===== src/rtl/rf_wb_arbiter_pkg.sv =====
// rf_pkg: shared writeback constants and write-command type
package rf_pkg;
  localparam int XLEN = 32;
  localparam int AW = 5;
  localparam logic [AW-1:0] REG_ZERO = 5'd0;
  localparam int REQ_ALU = 0;
  localparam int REQ_LSU = 1;
  localparam int REQ_MDU = 2;
  typedef struct packed {
    logic            we;
    logic [AW-1:0]   addr;
    logic [XLEN-1:0] data;
  } wr_cmd_t;
endpackage


===== src/rtl/rf_wb_arbiter_if.sv =====
// rf_wb_arbiter_if: writeback requester bundle plus the register-file write port
interface rf_wb_arbiter_if #(
  parameter int NUM_REQ = 3,
  parameter int XLEN = rf_pkg::XLEN,
  parameter int AW = rf_pkg::AW
);
  logic [NUM_REQ-1:0]      req_valid;
  logic [NUM_REQ*AW-1:0]   req_addr;
  logic [NUM_REQ*XLEN-1:0] req_data;
  logic [NUM_REQ-1:0]      req_ready;
  logic                    rf_we;
  logic [AW-1:0]           rf_waddr;
  logic [XLEN-1:0]         rf_wdata;
  modport master (output req_valid, req_addr, req_data, input req_ready, rf_we, rf_waddr, rf_wdata);
  modport slave (input req_valid, req_addr, req_data, output req_ready, rf_we, rf_waddr, rf_wdata);
endinterface


===== src/rtl/rf_wb_arbiter_picker.sv =====
// prio_age_picker: one-hot grant, lowest-index starved requester first, else lowest-index eligible
module prio_age_picker #(
  parameter int N = 3
) (
  input  logic [N-1:0] i_elig,
  input  logic [N-1:0] i_starve,
  output logic [N-1:0] o_grant
);
  logic [N-1:0] w_pool;
  assign w_pool = |(i_elig & i_starve) ? (i_elig & i_starve) : i_elig;
  assign o_grant = w_pool & (~w_pool + N'(1));
endmodule


===== src/rtl/rf_wb_arbiter.sv =====
// rf_wb_arbiter: shares the register-file write port among writeback sources with aging priority
module rf_wb_arbiter #(
  parameter int NUM_REQ = 3,
  parameter int XLEN = rf_pkg::XLEN,
  parameter int AW = rf_pkg::AW,
  parameter int STARVE_LIMIT = 4
) (
  input  logic               clk,
  input  logic               rst,
  input  logic               hold,
  rf_wb_arbiter_if.slave     bus,
  output logic [NUM_REQ-1:0] starved
);
  logic [NUM_REQ-1:0] w_nz, w_elig, w_grant;
  logic [3:0]         r_age [NUM_REQ];
  logic [3:0]         w_age_nxt [NUM_REQ];
  logic [AW-1:0]      w_sel_addr, r_waddr;
  logic [XLEN-1:0]    w_sel_data, r_wdata;
  logic               r_we;
  for (genvar i = 0; i < NUM_REQ; i++) begin : g_nz
    assign w_nz[i] = |bus.req_addr[i*AW +: AW];
  end
  assign w_elig = bus.req_valid & w_nz & {NUM_REQ{!hold}};
  prio_age_picker #(.N(NUM_REQ)) u_pick (
    .i_elig   (w_elig),
    .i_starve (starved),
    .o_grant  (w_grant)
  );
  // x0 writes are discarded, so they are accepted at once without using the port
  assign bus.req_ready = rst ? '0 : (w_grant | (bus.req_valid & ~w_nz));
  always_comb begin
    w_sel_addr = '0;
    w_sel_data = '0;
    for (int i = 0; i < NUM_REQ; i++) begin
      if (w_grant[i]) begin
        w_sel_addr = bus.req_addr[i*AW +: AW];
        w_sel_data = bus.req_data[i*XLEN +: XLEN];
      end
      w_age_nxt[i] = (!bus.req_valid[i] || !w_nz[i] || w_grant[i]) ? 4'd0 :
                     (r_age[i] == 4'hf) ? r_age[i] : r_age[i] + 4'd1;
    end
  end
  always_ff @(posedge clk or posedge rst) begin
    if (rst) begin
      r_we    <= 1'b0;
      r_waddr <= '0;
      r_wdata <= '0;
      starved <= '0;
      for (int i = 0; i < NUM_REQ; i++) r_age[i] <= 4'd0;
    end else begin
      r_we <= |w_grant;
      if (|w_grant) begin
        r_waddr <= w_sel_addr;
        r_wdata <= w_sel_data;
      end
      for (int i = 0; i < NUM_REQ; i++) begin
        r_age[i]   <= w_age_nxt[i];
        starved[i] <= w_age_nxt[i] >= 4'(STARVE_LIMIT);
      end
    end
  end
  assign bus.rf_we    = r_we;
  assign bus.rf_waddr = r_waddr;
  assign bus.rf_wdata = r_wdata;
endmodule


===== src/flat_wrapper.sv =====
// flat-port wrapper written by rule: the top's interface ports become plain ports
module rf_wb_arbiter_flat 
#(
  parameter int NUM_REQ = 3,
  parameter int XLEN = rf_pkg::XLEN,
  parameter int AW = rf_pkg::AW,
  parameter int STARVE_LIMIT = 4
)
  (clk, rst, hold, starved, bus_req_valid, bus_req_addr, bus_req_data, bus_req_ready, bus_rf_we, bus_rf_waddr, bus_rf_wdata);
  rf_wb_arbiter_if #(.NUM_REQ(NUM_REQ), .XLEN(XLEN), .AW(AW)) bus_i ();
  input  logic clk;
  input  logic rst;
  input  logic hold;
  output logic [NUM_REQ-1:0] starved;
  input wire logic [$bits(bus_i.req_valid)-1:0] bus_req_valid;
  input wire logic [$bits(bus_i.req_addr)-1:0] bus_req_addr;
  input wire logic [$bits(bus_i.req_data)-1:0] bus_req_data;
  output wire logic [$bits(bus_i.req_ready)-1:0] bus_req_ready;
  output wire logic [$bits(bus_i.rf_we)-1:0] bus_rf_we;
  output wire logic [$bits(bus_i.rf_waddr)-1:0] bus_rf_waddr;
  output wire logic [$bits(bus_i.rf_wdata)-1:0] bus_rf_wdata;
  assign bus_i.req_valid = bus_req_valid;
  assign bus_i.req_addr = bus_req_addr;
  assign bus_i.req_data = bus_req_data;
  assign bus_req_ready = bus_i.req_ready;
  assign bus_rf_we = bus_i.rf_we;
  assign bus_rf_waddr = bus_i.rf_waddr;
  assign bus_rf_wdata = bus_i.rf_wdata;
  rf_wb_arbiter #(.NUM_REQ(NUM_REQ), .XLEN(XLEN), .AW(AW), .STARVE_LIMIT(STARVE_LIMIT)) u_core (.clk(clk), .rst(rst), .hold(hold), .bus(bus_i), .starved(starved));
endmodule

===== config.mk =====
export PLATFORM = sky130hd
export DESIGN_NAME = rf_wb_arbiter_flat
export DESIGN_NICKNAME = d
export VERILOG_FILES = /design/src/rtl/rf_wb_arbiter_pkg.sv /design/src/rtl/rf_wb_arbiter_if.sv /design/src/rtl/rf_wb_arbiter_picker.sv /design/src/rtl/rf_wb_arbiter.sv /design/src/flat_wrapper.sv
export SDC_FILE = /design/constraint.sdc
export NUM_CORES = 1
export LEC_CHECK = 0
export CORE_MARGIN = 2
export CORE_UTILIZATION = 41
export DETAILED_ROUTE_END_ITERATION = 16
export GPL_ROUTABILITY_DRIVEN = 0
export PLACE_DENSITY = 0.82
export SETUP_SLACK_MARGIN = 0.5
export SYNTH_ARGS = -nofsm -noshare
export SYNTH_HDL_FRONTEND = slang
export SYNTH_SLANG_ARGS = --single-unit

===== constraint.sdc =====
create_clock -name clk -period 3.8 [get_ports clk]
set_clock_uncertainty 0.15 [all_clocks]
set_input_delay 0.95 -clock clk [delete_from_list [all_inputs] [get_ports clk]]
set_output_delay 0.95 -clock clk [all_outputs]
set_load 0.005 [all_outputs]

==> run metrics, run 1 <==
status=completed; overall die height=95.0 um; Data arrival, critical path=2590 ps; synth warn=0; Layout fillers=679; flop-to-flop setup slack=1310 ps; Worst path max stage delay=560 ps; TritonCTS clock tree=built; pins over their slew limit=0; detailed placement HPWL=8020 um; clock transition at the register clock pins on the worst setup and hold paths after CTS=90 ps; antenna-violating nets left=0; Synth cell types=42; max capacitance violation total=0; Die Width=95.0 um; Synth top area share=0.391; worst setup path category=primary input to output port; Crit-path slowest cell=sky130_fd_sc_hd__or4_4; wire length of the first global-routing pass=16700 um; Post-Syn Area per Cell=10.4 sq um; routed len/inst=18.0 um; Worst Hold Depth=1; DRC marker count from the first detailed-route iteration=218; Core Box Area=8130 sq um; summed instance area of the synthesized netlist=3390 sq um; Total Routed Length=10900 um; detailed-router iteration count before antenna repair=5; worst-case headroom to the max-slew limit=0.596; IO buf count=160; maximum number of pins on one net before global-route repair=42; number of cells on the worst reg-to-reg path=8; peak supply drop=0.168 mV; initial core utilization=0.417; layout cells sized above 1=0.216; Fin Setup TNS=0 ps; hold_buf cts=0; remaining global-route overflow=0; CTS sink count=53; Fmax=271 MHz; Final Cycle Share=0.971; maximum fanout along the worst path=3; worst min-delay path startpoint=u_core.bus.rf_waddr[3]; most area-hungry cell type in the Yosys netlist=sky130_fd_sc_hd__dfrtp_1; Die ar.=9020 sq um; synth top area cells=sky130_fd_sc_hd__dfrtp_1, sky130_fd_sc_hd__a221oi_2, sky130_fd_sc_hd__a21o_1; number of instances in the placed design=591; Synth-to-Final Area Change=57.4%; Hold Violations, Final=0; combined area of the multi-input logic cells=1910 sq um; via count of the first global-routing pass=3456; power density normalized to cell area=283 nW/um^2; unrepaired setup endpoints after global routing=true; number of instances in the synthesized netlist=326; end of the worst register-to-register path=u_core.bus.rf_waddr[0]; number of rows created at floorplan=33; post-route insts no fill=605; crit start category=primary input; CTS Root Cell=sky130_fd_sc_hd__clkbuf_8; H-Tree Depth=2; count of pins on the block boundary=161; crit path capture type=output port; fin nets=619; DRC=0; static leakage power=2.36 nW; minimum clock period=3690 ps; number of buffers on the longest clock path=2; CTS buffer count=5; Hold WC Path Type=register to register; reg-to-reg critical path startpoint=u_core.starved[0]; post-synthesis sequential area ratio=0.391; share of synthesized registers carrying an async set or reset=1.00; Worst Max-Slew Pin Slew=607 ps; routed via count=3450; Via-to-Cell Ratio=5.70; terminating pin of the worst hold path=u_core.bus.rf_waddr[3]; dominant synthesized flop cell=sky130_fd_sc_hd__dfrtp_1; final setup violating endpoints=0; post-synth net total=446; critical path, cell by cell=buf_6 -> or4_4 -> o211a_1 -> or3_4 -> a211oi_2 -> buf_2; post-synthesis register bit count=53; area occupied by registers=1330 sq um; Post-synth EDFFs=0; overall power=1.51 mW; required time at the worst-slack endpoint=2700 ps; antenna violations before repair=1; clock insertion delay at the later pin of the skew report=300 ps; All-Layer GR Usage=0.238
-- logic make-up (layout without fill, tap and decap cells) --
family,after synthesis,count (layout),share of synthesized area
other,0,1,0
buffers and inverters,35,208,0.0708
multiplexers,3,3,0.00885
flip-flops,53,53,0.391
XOR/XNOR,3,3,0.00774
AO/OA/AOI/OAI,137,137,0.386
AND/OR/NAND/NOR,92,92,0.125
adder cells (fa/ha/maj),3,3,0.0111
-- sequential cells by signal, summed over array words and instances, names as in the netlist --
register	flops
u_core.bus.rf_wdata	32
u_core.r_age	12
u_core.bus.rf_waddr	5
u_core.starved	3
u_core.bus.rf_we	1
-- worst max-delay path: cells and delay by family --
| kind | cells | cell delay [ps] |
|---|---|---|
| AO/OA/AOI/OAI | 2 | 470 |
| buffers and inverters | 2 | 270 |
| AND/OR/NAND/NOR | 2 | 900 |
-- synthesized netlist by cell type (all sizes together) (3+ instances only) --
cell,n
dfrtp,53
nand2,46
a21o,38
a221oi,36
a22oi,36
nor2,24
buf,18
clkbuf,9
a21oi,8
inv,8
nor3,7
a211oi,6
nand3,6
ha,3
mux2i,3
nor4,3
xnor2,3
-- layer usage --
| metal | routed length [um] | up-vias | global-route usage |
|---|---|---|---|
| met4 | 262 | 0 | 0.0773 |
| met2 | 5760 | 147 | 0.437 |
| met1 | 4180 | 1675 | 0.285 |
| met5 | 0 | - | 0 |
| met3 | 708 | 29 | 0.0319 |
| li1 | - | 1599 | - |
-- report_power, final --
part | internal (mW) | leakage [nW] | switching (mW)
clock | 0.144 | 0.0433 | 0.180
combinational | 0.310 | 1.62 | 0.212
sequential | 0.624 | 0.703 | 0.0385
total | 1.08 | 2.36 | 0.431
-- stage by stage --
| step | cell area (sq um) | setup slack, ps | hold WS (ps) | util |
|---|---|---|---|---|
| after floorplan | 3410 | 323 | 324 | - |
| after global placement | 5180 | -525 | 309 | 0.637 |
| after detailed placement | 5180 | -568 | 315 | 0.637 |
| after CTS | 5320 | 153 | 335 | 0.654 |
| after global routing | 5340 | 111 | 347 | 0.657 |
| final | 5340 | 112 | 332 | 0.657 |
-- repair_timing --
item / in CTS / in global routing
pin swaps: 10 / 4
endpoints found under the hold margin: 0 / 0
gates resized for setup: 52 / 4
setup endpoints to repair: 40 / 4
buffers inserted: 6 / 0
-- layout by cell type (no fill, tap or decap), types with 4 or more instances in the layout --
| master | count |
|---|---|
| sky130_fd_sc_hd__a211oi_1 | 4 |
| sky130_fd_sc_hd__a21o_1 | 37 |
| sky130_fd_sc_hd__a21oi_1 | 4 |
| sky130_fd_sc_hd__a221oi_1 | 6 |
| sky130_fd_sc_hd__a221oi_2 | 30 |
| sky130_fd_sc_hd__a22oi_1 | 30 |
| sky130_fd_sc_hd__a22oi_2 | 6 |
| sky130_fd_sc_hd__buf_2 | 8 |
| sky130_fd_sc_hd__buf_4 | 29 |
| sky130_fd_sc_hd__clkbuf_8 | 6 |
| sky130_fd_sc_hd__clkdlybuf4s50_1 | 144 |
| sky130_fd_sc_hd__dfrtp_1 | 53 |
| sky130_fd_sc_hd__dlygate4sd2_1 | 4 |
| sky130_fd_sc_hd__inv_1 | 7 |
| sky130_fd_sc_hd__nand2_1 | 46 |
| sky130_fd_sc_hd__nand3_1 | 6 |
| sky130_fd_sc_hd__nor2_1 | 24 |
| sky130_fd_sc_hd__nor3_1 | 6 |
-- area by class of cell --
class	count	area share
clock buffer	6	0.0155
antenna	1	0.000468
inverter	8	0.00562
clock inverter	1	0.00141
sequential	53	0.248
timing repair buffer	193	0.346
tap	105	0.0246
multi-input combinational	238	0.358
-- worst max path at each step --
stage                         start                to  cells after the start
floorplan           bus_req_addr[5]  bus_req_ready[2]                      6
global route        bus_req_addr[7]  bus_req_ready[0]                      6
global placement    bus_req_addr[5]  bus_req_ready[2]                      7
CTS                 bus_req_addr[7]  bus_req_ready[2]                      7
detailed placement  bus_req_addr[5]  bus_req_ready[0]                      6
finish              bus_req_addr[7]  bus_req_ready[0]                      6
No activity file was read; power rests on OpenSTA's default activity.
==> run 2: changes to the inputs <==
--- a/config.mk
+++ b/config.mk
@@ -11,4 +11,5 @@
 export GPL_ROUTABILITY_DRIVEN = 0
 export PLACE_DENSITY = 0.82
+export RECOVER_POWER = 50
 export SETUP_SLACK_MARGIN = 0.5
 export SYNTH_ARGS = -nofsm -noshare
==> constraint.sdc (replaced) <==
create_clock -name clk -period 3.8 [get_ports clk]
set_clock_uncertainty 0.15 [all_clocks]
set_input_delay 0.57 -clock clk [delete_from_list [all_inputs] [get_ports clk]]
set_output_delay 0.57 -clock clk [all_outputs]
set_load 0.005 [all_outputs]
==> run metrics, run 2 (synthesized netlist as in run 1, its figures left out) <==
status=complete, but fails checks (was completed); violations in the final reports=capacitance limit, slew limit; Total Routed Length=10800 um (was 10900 um); commonest non-fill, non-tap cell in the layout=sky130_fd_sc_hd__clkdlybuf4s50_1 (unchanged); CTS Root Cell=sky130_fd_sc_hd__clkbuf_8 (unchanged); H-Tree Depth=2 (unchanged); CTS buffer count=5 (unchanged); Hold WC Path Type=register to register (unchanged); Via-to-Cell Ratio=5.84 (was 5.70); detailed placement HPWL=8030 um (was 8020 um); antenna violations before repair=0 (was 1); pins over their slew limit=54 (was 0); Die ar.=9020 sq um (unchanged); routed via count=3422 (was 3450); peak supply drop=0.173 mV (was 0.168 mV); Final Cycle Share=0.863 (was 0.971); remaining global-route overflow=0 (unchanged); Core Box Area=8130 sq um (unchanged); worst setup path category=primary input to output port (unchanged); DRC=0 (unchanged); TritonCTS clock tree=built (unchanged); clock transition at the register clock pins on the worst setup and hold paths after CTS=90 ps (about the same); Worst Hold Depth=1 (unchanged); most frequent cells in the layout=sky130_fd_sc_hd__clkdlybuf4s50_1, sky130_fd_sc_hd__dfrtp_1, sky130_fd_sc_hd__nand2_1, sky130_fd_sc_hd__dlygate4sd3_1, sky130_fd_sc_hd__a21o_1 (was sky130_fd_sc_hd__clkdlybuf4s50_1, sky130_fd_sc_hd__dfrtp_1, sky130_fd_sc_hd__nand2_1, sky130_fd_sc_hd__a21o_1); DRC marker count from the first detailed-route iteration=152 (was 218); minimum clock period=3280 ps (was 3690 ps); clock insertion delay at the later pin of the skew report=300 ps (about the same); final setup violating endpoints=0 (unchanged); worst-case headroom to the max-slew limit=-0.312 (was 0.596); detailed-router iteration count before antenna repair=4 (was 5); Synth-to-Final Area Change=52.9% (was 57.4%); via count of the first global-routing pass=3400 (was 3456); Die Width=95.0 um (unchanged); Data arrival, critical path=2560 ps (was 2590 ps); layout cells sized above 1=0.169 (was 0.216); max capacitance violation total=1 (was 0); CTS sink count=53 (unchanged); initial core utilization=0.417 (unchanged); crit path capture type=output port (unchanged); Worst Max-Slew Pin Slew=1970 ps (was 607 ps); maximum fanout along the worst path=4 (was 3); All-Layer GR Usage=0.235 (was 0.238); overall die height=95.0 um (unchanged); maximum number of pins on one net before global-route repair=54 (was 42); number of rows created at floorplan=33 (unchanged); fin nets=601 (was 619); Fmax=305 MHz (was 271 MHz); Hold Violations, Final=0 (unchanged); power density normalized to cell area=278 nW/um^2 (was 283 nW/um^2); number of buffers on the longest clock path=2 (unchanged); antenna-violating nets left=0 (unchanged); Worst Hold Slack=328 ps (was 332 ps); IO buf count=160 (unchanged); wire length of the first global-routing pass=16500 um (was 16700 um); static leakage power=2.37 nW (was 2.36 nW); required time at the worst-slack endpoint=3080 ps (was 2700 ps); unrepaired setup endpoints after global routing=true (unchanged); flip-flop count of the largest register after layout=32 (unchanged); share of the core filled with cells in the final layout=0.638 (was 0.657); routed len/inst=18.5 um (was 18.0 um); count of pins on the block boundary=161 (unchanged); crit start category=primary input (unchanged); number of cells on the worst reg-to-reg path=7 (was 8)
[run 2: cell count changes in the layout (fill, tap and decap cells not counted), sizes merged]
cell	before	now
dlygate4sd3	0	42
clkdlybuf4s50	144	112
buf	43	18
dlygate4sd2	4	1
clkdlybuf4s15	2	0
dlymetal6s2s	0	2
clkbuf	6	5
clkinv	0	1
clkinvlp	1	0
[run 2: final timing paths]
| kind | from | endpoint | slack [ps] |
|---|---|---|---|
| max in group asynchronous | rst | u_core.bus.rf_wdata[24] | 1030 |
| max | bus_req_addr[7] | bus_req_ready[1] | 520 |
| min | u_core.bus.rf_waddr[1] | u_core.bus.rf_waddr[1] | 330 |
| min in group asynchronous | rst | u_core.bus.rf_wdata[0] | 1330 |
| max reg2reg | u_core.starved[0] | u_core.bus.rf_wdata[7] | 1330 |
| min reg2reg | u_core.bus.rf_waddr[1] | u_core.bus.rf_waddr[1] | 330 |
[run 2: timing repair]
item                                    CTS  global route
endpoints found under the setup margin    3             3
hold endpoints to repair                  0             0
hold buffers                              0             0
gates resized for setup                  18             5
setup buffers                             1             1
pin swaps                                 7             8
[run 2: report_power, final]
part,internal [mW],switching (mW),total [mW]
logic,0.281,0.207,0.488
clock network,0.122,0.170,0.292
registers,0.624,0.0394,0.663
[run 2: layout make-up]
| cell class | count | area (sq um) |
|---|---|---|
| Tap cell | 105 | 131 |
| Inverter | 8 | 30.0 |
| Sequential cell | 53 | 1330 |
| Clock inverter | 1 | 5.00 |
| Antenna cell | 1 | 2.50 |
| Multi-Input combinational cell | 238 | 1900 |
| Clock buffer | 5 | 68.8 |
| Fill cell | 668 | 2940 |
| Timing Repair Buffer | 175 | 1730 |
[run 2: critical path, cell delays in order]
cell                              delay, ps
sky130_fd_sc_hd__clkdlybuf4s50_1        450
sky130_fd_sc_hd__or4_4                  580
sky130_fd_sc_hd__o21ai_2                230
sky130_fd_sc_hd__a2111oi_4               80
sky130_fd_sc_hd__a21oi_1                150
sky130_fd_sc_hd__nor2_1                  60
sky130_fd_sc_hd__clkdlybuf4s50_1        450
[run 2: metal layers]
layer / vias to the layer above / wire length (um) / GRT usage
li1: 1570 / - / -
met1: 1707 / 4270 / 0.268
met2: 133 / 5730 / 0.441
met3: 12 / 770 / 0.0575
met4: 0 / 82 / 0.0531
met5: - / 0 / 0
[run 2: stage by stage]
stage	std cells	instance area, sq um	power [mW]	setup WS [ps]	TNS (ps)
2_1_floorplan	326	3390	0.888	1000	0
3_3_place_gp	577	5050	1.17	29.6	0
3_5_place_dp	577	5050	1.18	-13.7	-13.7
4_1_cts	584	5170	1.48	498	0
5_1_grt	585	5190	1.52	478	0
6_report	586	5190	1.44	519	0
